$ cat src/rtl/dmem_store_buffer_if.sv
// rtl/dmem_store_buffer_if.sv - store/load/memory-port bundle for dmem_store_buffer
interface dmem_store_buffer_if #(
    parameter int DMEMADDRBITS = 11,
    parameter int DBITS        = 32,
    parameter int CNTBITS      = 3
);
    logic                    st_valid;
    logic [DMEMADDRBITS-1:0] st_addr;
    logic [DBITS-1:0]        st_data;
    logic                    st_ready;
    logic                    ld_valid;
    logic [DMEMADDRBITS-1:0] ld_addr;
    logic                    ld_hit;
    logic [DBITS-1:0]        ld_data;
    logic                    mem_wrtEn;
    logic [DMEMADDRBITS-1:0] mem_addr;
    logic [DBITS-1:0]        mem_in;
    logic                    empty;
    logic [CNTBITS-1:0]      count;

    // memory stage side
    modport master (
        output st_valid, st_addr, st_data, ld_valid, ld_addr,
        input  st_ready, ld_hit, ld_data, mem_wrtEn, mem_addr, mem_in, empty, count
    );

    // store buffer side
    modport slave (
        input  st_valid, st_addr, st_data, ld_valid, ld_addr,
        output st_ready, ld_hit, ld_data, mem_wrtEn, mem_addr, mem_in, empty, count
    );
endinterface

$ cat src/rtl/dmem_store_buffer.sv
// rtl/dmem_store_buffer.sv - posted-write store buffer with load forwarding (optional STBUF_COALESCE_EN)
module dmem_store_buffer #(
    parameter int DMEMADDRBITS = 11,
    parameter int DBITS        = 32,
    parameter int DEPTH        = 4,
    parameter int CNTBITS      = 3
) (
    input logic                 clk,
    input logic                 reset,
    dmem_store_buffer_if.slave  bus
);
    localparam int PTRBITS = $clog2(DEPTH);

    logic [DMEMADDRBITS-1:0] addr_q [DEPTH];
    logic [DBITS-1:0]        data_q [DEPTH];
    logic [PTRBITS-1:0]      hp_q, hp_d, tp_q, tp_d;
    logic [CNTBITS-1:0]      count_q, count_d;

    logic                    pop, push, coalesce, st_ready;
    logic [PTRBITS-1:0]      young_idx;
    logic                    ld_hit;
    logic [DBITS-1:0]        ld_data;
    logic [PTRBITS-1:0]      fwd_idx;
    logic                    mem_wrtEn;
    logic [DMEMADDRBITS-1:0] mem_addr;
    logic [DBITS-1:0]        mem_in;

    assign young_idx = tp_q - PTRBITS'(1);

    // Port arbitration, acceptance and pointer/occupancy next state
    always_comb begin
        pop      = !bus.ld_valid && (count_q != '0);
        coalesce = 1'b0;
`ifdef STBUF_COALESCE_EN
        // Merge into the youngest entry unless it is the head leaving this cycle
        coalesce = bus.st_valid && (count_q != '0) &&
                   (addr_q[young_idx] == bus.st_addr) &&
                   !(pop && (count_q == CNTBITS'(1)));
`endif
        st_ready = (count_q < CNTBITS'(DEPTH)) || coalesce;
        push     = bus.st_valid && st_ready && !coalesce;
        hp_d     = pop  ? hp_q + PTRBITS'(1) : hp_q;
        tp_d     = push ? tp_q + PTRBITS'(1) : tp_q;
        case ({push, pop})
            2'b10:   count_d = count_q + CNTBITS'(1);
            2'b01:   count_d = count_q - CNTBITS'(1);
            default: count_d = count_q;
        endcase
    end

    // Memory port mux: loads win, otherwise drain the head entry
    always_comb begin
        mem_wrtEn = 1'b0;
        mem_addr  = '0;
        mem_in    = '0;
        if (bus.ld_valid) begin
            mem_addr = bus.ld_addr;
            mem_in   = data_q[hp_q];
        end else if (count_q != '0) begin
            mem_wrtEn = 1'b1;
            mem_addr  = addr_q[hp_q];
            mem_in    = data_q[hp_q];
        end
    end

    // Forwarding: walk oldest to youngest so the youngest match wins
    always_comb begin
        ld_hit  = 1'b0;
        ld_data = '0;
        fwd_idx = '0;
        for (int k = 0; k < DEPTH; k++) begin
            fwd_idx = hp_q + PTRBITS'(k);
            if ((CNTBITS'(k) < count_q) && (addr_q[fwd_idx] == bus.ld_addr)) begin
                ld_hit  = 1'b1;
                ld_data = data_q[fwd_idx];
            end
        end
    end

    // Pointer and occupancy registers; reset discards pending stores
    always_ff @(posedge clk or negedge reset) begin
        if (!reset) begin
            hp_q    <= '0;
            tp_q    <= '0;
            count_q <= '0;
        end else begin
            hp_q    <= hp_d;
            tp_q    <= tp_d;
            count_q <= count_d;
        end
    end

    // Entry storage; contents are only meaningful between hp and tp
    always_ff @(posedge clk) begin
        if (push) begin
            addr_q[tp_q] <= bus.st_addr;
            data_q[tp_q] <= bus.st_data;
        end else if (coalesce) begin
            data_q[young_idx] <= bus.st_data;
        end
    end

    assign bus.st_ready  = st_ready;
    assign bus.ld_hit    = ld_hit;
    assign bus.ld_data   = ld_data;
    assign bus.mem_wrtEn = mem_wrtEn;
    assign bus.mem_addr  = mem_addr;
    assign bus.mem_in    = mem_in;
    assign bus.empty     = (count_q == '0);
    assign bus.count     = count_q;
endmodule

$ cat src/flat_wrapper.sv
// flat-port wrapper written by rule: the top's interface ports become plain ports
module dmem_store_buffer_flat 
#(
    parameter int DMEMADDRBITS = 11,
    parameter int DBITS        = 32,
    parameter int DEPTH        = 4,
    parameter int CNTBITS      = 3
)
  (clk, reset, bus_st_valid, bus_st_addr, bus_st_data, bus_ld_valid, bus_ld_addr, bus_st_ready, bus_ld_hit, bus_ld_data, bus_mem_wrtEn, bus_mem_addr, bus_mem_in, bus_empty, bus_count);
  dmem_store_buffer_if #(.DMEMADDRBITS(DMEMADDRBITS), .DBITS(DBITS), .CNTBITS(CNTBITS)) bus_i ();
  input logic clk;
  input logic reset;
  input wire logic [$bits(bus_i.st_valid)-1:0] bus_st_valid;
  input wire logic [$bits(bus_i.st_addr)-1:0] bus_st_addr;
  input wire logic [$bits(bus_i.st_data)-1:0] bus_st_data;
  input wire logic [$bits(bus_i.ld_valid)-1:0] bus_ld_valid;
  input wire logic [$bits(bus_i.ld_addr)-1:0] bus_ld_addr;
  output wire logic [$bits(bus_i.st_ready)-1:0] bus_st_ready;
  output wire logic [$bits(bus_i.ld_hit)-1:0] bus_ld_hit;
  output wire logic [$bits(bus_i.ld_data)-1:0] bus_ld_data;
  output wire logic [$bits(bus_i.mem_wrtEn)-1:0] bus_mem_wrtEn;
  output wire logic [$bits(bus_i.mem_addr)-1:0] bus_mem_addr;
  output wire logic [$bits(bus_i.mem_in)-1:0] bus_mem_in;
  output wire logic [$bits(bus_i.empty)-1:0] bus_empty;
  output wire logic [$bits(bus_i.count)-1:0] bus_count;
  assign bus_i.st_valid = bus_st_valid;
  assign bus_i.st_addr = bus_st_addr;
  assign bus_i.st_data = bus_st_data;
  assign bus_i.ld_valid = bus_ld_valid;
  assign bus_i.ld_addr = bus_ld_addr;
  assign bus_st_ready = bus_i.st_ready;
  assign bus_ld_hit = bus_i.ld_hit;
  assign bus_ld_data = bus_i.ld_data;
  assign bus_mem_wrtEn = bus_i.mem_wrtEn;
  assign bus_mem_addr = bus_i.mem_addr;
  assign bus_mem_in = bus_i.mem_in;
  assign bus_empty = bus_i.empty;
  assign bus_count = bus_i.count;
  dmem_store_buffer #(.DMEMADDRBITS(DMEMADDRBITS), .DBITS(DBITS), .DEPTH(DEPTH), .CNTBITS(CNTBITS)) u_core (.clk(clk), .reset(reset), .bus(bus_i));
endmodule
$ cat config.mk
export PLATFORM = sky130hd
export DESIGN_NAME = dmem_store_buffer_flat
export DESIGN_NICKNAME = d
export VERILOG_FILES = /design/src/rtl/dmem_store_buffer_if.sv /design/src/rtl/dmem_store_buffer.sv /design/src/flat_wrapper.sv
export SDC_FILE = /design/constraint.sdc
export NUM_CORES = 1
export LEC_CHECK = 0
export CAP_MARGIN = 20
export CORE_MARGIN = 3
export CORE_UTILIZATION = 61
export CTS_BUF_LIST = sky130_fd_sc_hd__clkbuf_16
export DETAILED_ROUTE_END_ITERATION = 7
export PLACE_DENSITY = 0.86
export SLEW_MARGIN = 20
export SYNTH_ARGS = -nofsm -noshare
export SYNTH_HDL_FRONTEND = slang
export SYNTH_SLANG_ARGS = --single-unit
$ cat constraint.sdc
create_clock -name clk -period 9.01 [get_ports clk]
set_input_delay 1.3515 -clock clk [delete_from_list [all_inputs] [get_ports clk]]
set_output_delay 1.3515 -clock clk [all_outputs]
set_load 0.005 [all_outputs]
; ---- Yosys cells after proc, flatten, opt, wreduce, memory -nomap -nowiden
; Memories as Yosys holds them, arrays and structs flattened.
; Cells that the tools add are included.
[word_totals]
register_bits = 7
mem_bits_rw = 172
input_bits = 58
output_inout_bits = 82
word_cells = 49
mem_count = 2
[classes]
addsub = 6
magnitude_cmp = 5
eq_ne = 6
mux = 17
reduce_logical = 10
[memory_table]
columns = name, words, word_bits, read_ports, rd_clocked_by_memory_dff, write_ports, line
row1 = u_core.data_q, 4, 32, 4, 0, 1, dmem_store_buffer.sv:15  ; logic [DBITS-1:0] data_q [DEPTH];
row2 = u_core.addr_q, 4, 11, 4, 0, 1, dmem_store_buffer.sv:14  ; logic [DMEMADDRBITS-1:0] addr_q [DEPTH];
[op_table]
columns = operator, n
row1 = 2-to-1 mux 32 bit, 6
row2 = == test 11 bit, 4
row3 = 2-to-1 mux 11 bit, 2
row4 = 2-to-1 mux 1 bit, 8
row5 = logical AND 1 bit, 6
row6 = less-than comparator 1 x 3 -> 1 bit (first input constant), 2
row7 = less-than comparator 2 x 3 -> 1 bit (first input constant), 2
row8 = one-hot mux 3 bit (2 select lines), 1
row9 = adder 2 x 1 -> 2 bit (second input constant), 2
row10 = adder 2 bit (second input constant), 2
row11 = adder 3 x 1 -> 3 bit (second input constant), 1
row12 = zero test 3 bit, 1
row13 = less-than comparator 3 bit (second input constant), 1
row14 = nonzero test 3 bit, 1
row15 = subtractor 3 x 1 -> 3 bit (second input constant), 1
row16 = == test 2 x 1 -> 1 bit (second input constant), 1
row17 = == test 2 bit (second input constant), 1
row18 = nonzero test 2 bit, 1
row19 = zero test 1 bit, 1

; ---- Logic depth before layout (Yosys ltp)
; An unclocked memory read counts as a cell.
[logic_depth]
ltp_word = 7
ltp_mapped = 14
mapped_depth_nobuf = 10

; ---- Least setup slack after synthesis
; Ideal clock, no wire load.
[synth_path]
kind = input port to output port
start = input bus_ld_addr[9]
end = output bus_ld_data[12]
arrival_time_ps = 3392
t_required_ps = 7658
path_slack_ps = 4267
cell_stages = 11
n_path_buf = 3
cell_sequence = buf_1 nor2b_1 mux2i_1 a31oi_1 nand4_2 or4b_1 buf_2 buf_6 o221ai_2 o31a_1 o22a_1
[synth_between]
elab_chain_cells = 6
[synth_rtl]
columns = element, line
row1 = from (decl), flat_wrapper.sv:17  ; input wire logic [$bits(bus_i.ld_addr)-1:0] bus_ld_addr;
row2 = == test 11 bit, dmem_store_buffer.sv:73  ; if ((CNTBITS'(k) < count_q) && (addr_q[fwd_idx] == bus.ld_addr)) begin
row3 = logical AND 1 bit, dmem_store_buffer.sv:73
row4 = 2-to-1 mux 32 bit (3 in series), dmem_store_buffer.sv:73
row5 = 2-to-1 mux 32 bit *, dmem_store_buffer.sv:73
row6 = to (decl), flat_wrapper.sv:20  ; output wire logic [$bits(bus_i.ld_data)-1:0] bus_ld_data;
; Mark *: on every way between the ends. The rest lies on a longest branch, timed or not.

; ---- Worst setup path in the final report
[layout_path]
start = register u_core.hp_q[0]
end = output bus_ld_data[4]
[layout_between]
elab_chain_cells = 7
[layout_rtl]
columns = element, line
row1 = from (decl), dmem_store_buffer.sv:16  ; logic [PTRBITS-1:0] hp_q, hp_d, tp_q, tp_d;
row2 = from (signal assigned), dmem_store_buffer.sv:87  ; hp_q <= hp_d;
row3 = adder 2 x 1 -> 2 bit or memory (4 x 11 bit) (tied branches), n/a
row4 = memory (4 x 11 bit) or == test 11 bit (tied branches), n/a
row5 = == test 11 bit or logical AND 1 bit (tied branches), dmem_store_buffer.sv:73
row6 = logical AND 1 bit or 2-to-1 mux 32 bit (tied branches), dmem_store_buffer.sv:73
row7 = 2-to-1 mux 32 bit (2 in series), dmem_store_buffer.sv:73
row8 = 2-to-1 mux 32 bit *, dmem_store_buffer.sv:73
; Marked as above.

==> results.toml <==
[timing]
period_needed_ps = 7025
finalHoldViolCount = 0
drv_slew = 0
setup-violations-final = 0
tightest_slew_ps = 1056
fin_skew_ps = 7.610
fmax_mhz = 142.3
tns_ps = 0
relSlewSlack_pct = 29.58
post-route-period-util_pct = 77.97
grt_setup_unrepaired = "false"

[cts]
htreeDepth = 4
clockBufferDepth = 2
post_cts_buffers = 0
cts_sinks = 179
cts_tree = "built"
cts-resized-gates = 0
cts_made_buffers = 17
cts.clk_slew.worst_paths_ps = 70
clkLatencyLatePin_ps = 440
cts_hold_buf = 0
cts_root_buf = "clkbuf_16"

[yosys]
synth_top_family_by_area = "multiplexers"
syn_avg_cell_area_um2 = 12.27
synthMuxAreaShare_pct = 19.16
synth_compound_area_share_pct = 18.46
synth-simple-area-share_pct = 6.134
syn_area_um2 = 11420
syn-num-nets = 998
netlist_instances = 931
ys_seq_area_share_pct = 46.75
synth_edf_count = 172
synth_cell_types = 69
yosysWarnings = 0
synth_seq_cells = 179
synthAdderAreaFrac_pct = 0.9859
synth_xor_area_share_pct = 3.681
synthFlopType = "edfxtp_1"
async_reset_ff_share_pct = 3.911

[grt]
grt_pass1_wl_um = 44390
antenna_found_initial = 0
grt_start_max_net_pins = 101
grtUsageTotal_pct = 27.71
grt.overflow.total = 0
grt_pass1_vias = 8226

[detailed_routing]
wl_per_cell_um = 23.11
drt_wl_total_um = 28930
vias = 8609
drtIter0Drc = 898
highest-signal-layer = "met4"
avgViaCountPerCell = 6.876
remaining_drc_errors = 0
met1_length_um = 11670
ant_nets = 0
wl_met3_um = 2462
firstDrtPassIters = 6
met2_length_um = 14260

[floorplan]
die_x_um = 142.8
coreArea_um2 = 18210
start_util_pct = 62.73
dieArea_um2 = 20400
placementRows = 49
chipHeight_um = 142.8
boundaryPins = 140

[outcome]
status = "finished clean"

[final_layout]
layout.cells.most_common = "edfxtp_1"
nFillCells = 1229
stdcell_count = 1252
mostFrequentLayoutCells = "edfxtp_1 (172), mux2i_1 (167), clkdlybuf4s50_1 (139)"
utilization_pct = 73.06
multi_input_area_um2 = 5538
final_nets = 1077
final_layout_size_suffix_gt1_share_pct = 11.05
syn_to_final_growth_pct = 16.47
antenna_cells = 0
ff_latch_area_um2 = 5348

[min_path]
min-delay-start = "u_core.bus.count[1]"
min_path_type = "register to register"

[worst_setup_path]
cp.arrival_ps = 5670
cp.required_ps = 7660
path_max_fanout = 100
worstSetupStartpoint = "u_core.hp_q[0]"
criticalPathCategory = "register to output port"
critPathLaunchType = "register"
crit_path_end_kind = "output port"
r2r_start = "u_core.bus.count[0]"

[placed_design]
place_hpwl_um = 17640
dp.cells = 1219
io_buffers = 139
place.gp.congestion = 0.8512

[run]
max_cap_viol_count = 0

[pwr]
power_density_nw_per_um2 = 315.2
ir_worst_vdd_uv = 221.7
p_leak_nw = 4.731
[through the flow]
stage / total power [W] / cell area, um2 / hold slack (ps) / setup slack, ps
finish: 0.004193 / 13300 / 642.3 / 1985
global route: 0.004413 / 13300 / 700.5 / 1719
CTS: 0.004181 / 13300 / 646.9 / 2090
detailed placement: 0.003419 / 12700 / 594.8 / 2444
global placement: 0.003365 / 12700 / 570.3 / 2474
floorplan: 0.002694 / 11420 / 547.9 / 4267
[registers in the layout, indices dropped and copies added, names as in the netlist]
name,cells
u_core.addr_q,44
u_core.tp_q,2
u_core.hp_q,2
u_core.bus.count,3
u_core.data_q,128
[path summary, 6_finish.rpt]
check | endpoint | slack (ps) | cells after the start
setup / recovery | bus_ld_data[4] | 1980 | 11
setup reg to reg | u_core.bus.count[2] | 6370 | 9
min in group asynchronous | u_core.hp_q[1] | 1180 | 1
hold / removal | u_core.bus.count[1] | 640 | 2
max in group asynchronous | u_core.hp_q[0] | 7550 | 1
hold reg to reg | u_core.bus.count[1] | 640 | 2
[final cells by class]
class / count / share of cell area [%]
Tap cell: 229 / 2.154
Inverter: 9 / 0.2539
Timing Repair Buffer: 154 / 11.30
Sequential cell: 179 / 40.20
Multi-Input combinational cell: 649 / 41.63
Clock inverter: 15 / 1.270
Clock buffer: 17 / 3.198
[critical path: stages (launching register included)]
cell and delay, ps:
dfrtp_4 1000, buf_4 890, mux4_2 650, xnor2_1 210, nand4_1 240, a2111oi_4 410, o211ai_4 110, buf_4 380
o221ai_1 290, o21ai_1 100, a2bb2oi_1 270, clkdlybuf4s50_1 560
[cells by family after synthesis]
family / after synthesis
compound gates: 267
mux: 203
flops: 179
simple gates: 122
buf+inv: 103
xor+xnor: 48
fa+ha+maj: 9
[cells in the mapped netlist (all sizes together) (4+ instances only)]
| master | number | share of area (%) |
|---|---|---|
| nor4 | 6 | 0.65 |
| a32o | 4 | 0.35 |
| a21boi | 12 | 0.79 |
| nor2b | 27 | 1.5 |
| and2 | 17 | 0.93 |
| a21oi | 34 | 1.5 |
| a221o | 25 | 2.2 |
| mux4 | 9 | 1.8 |
| clkbuf | 44 | 1.4 |
| xnor2 | 29 | 2.2 |
| inv | 8 | 0.26 |
| a221oi | 19 | 1.7 |
| nand3 | 7 | 0.31 |
| o221ai | 44 | 3.6 |
| a22o | 8 | 0.61 |
| a2bb2oi | 18 | 1.6 |
| dfrtp | 7 | 1.5 |
| nand2 | 13 | 0.43 |
| mux2i | 168 | 15 |
| o21ai | 49 | 2.1 |
| ha | 9 | 0.99 |
| a211oi | 35 | 2.3 |
| xor2 | 19 | 1.5 |
| buf | 50 | 3.1 |
| edfxtp | 172 | 45 |
| mux2 | 26 | 2.6 |
| nor2 | 36 | 1.2 |
[per-layer routing]
layer	global-route usage [%]	up-vias
li1	-	3867
met1	36.80	4232
met2	46.51	464
met3	5.760	46
met4	7.804	0
met5	0	-
[where the power goes]
part	internal [W]	total (W)	leakage, nW	switching [W]
sequential	0.00105	0.00123	1.64	0.000187
combinational	0.00113	0.00221	2.80	0.00108
clock	0.000416	0.000747	0.289	0.000330
(Power assumes the default switching activity.)
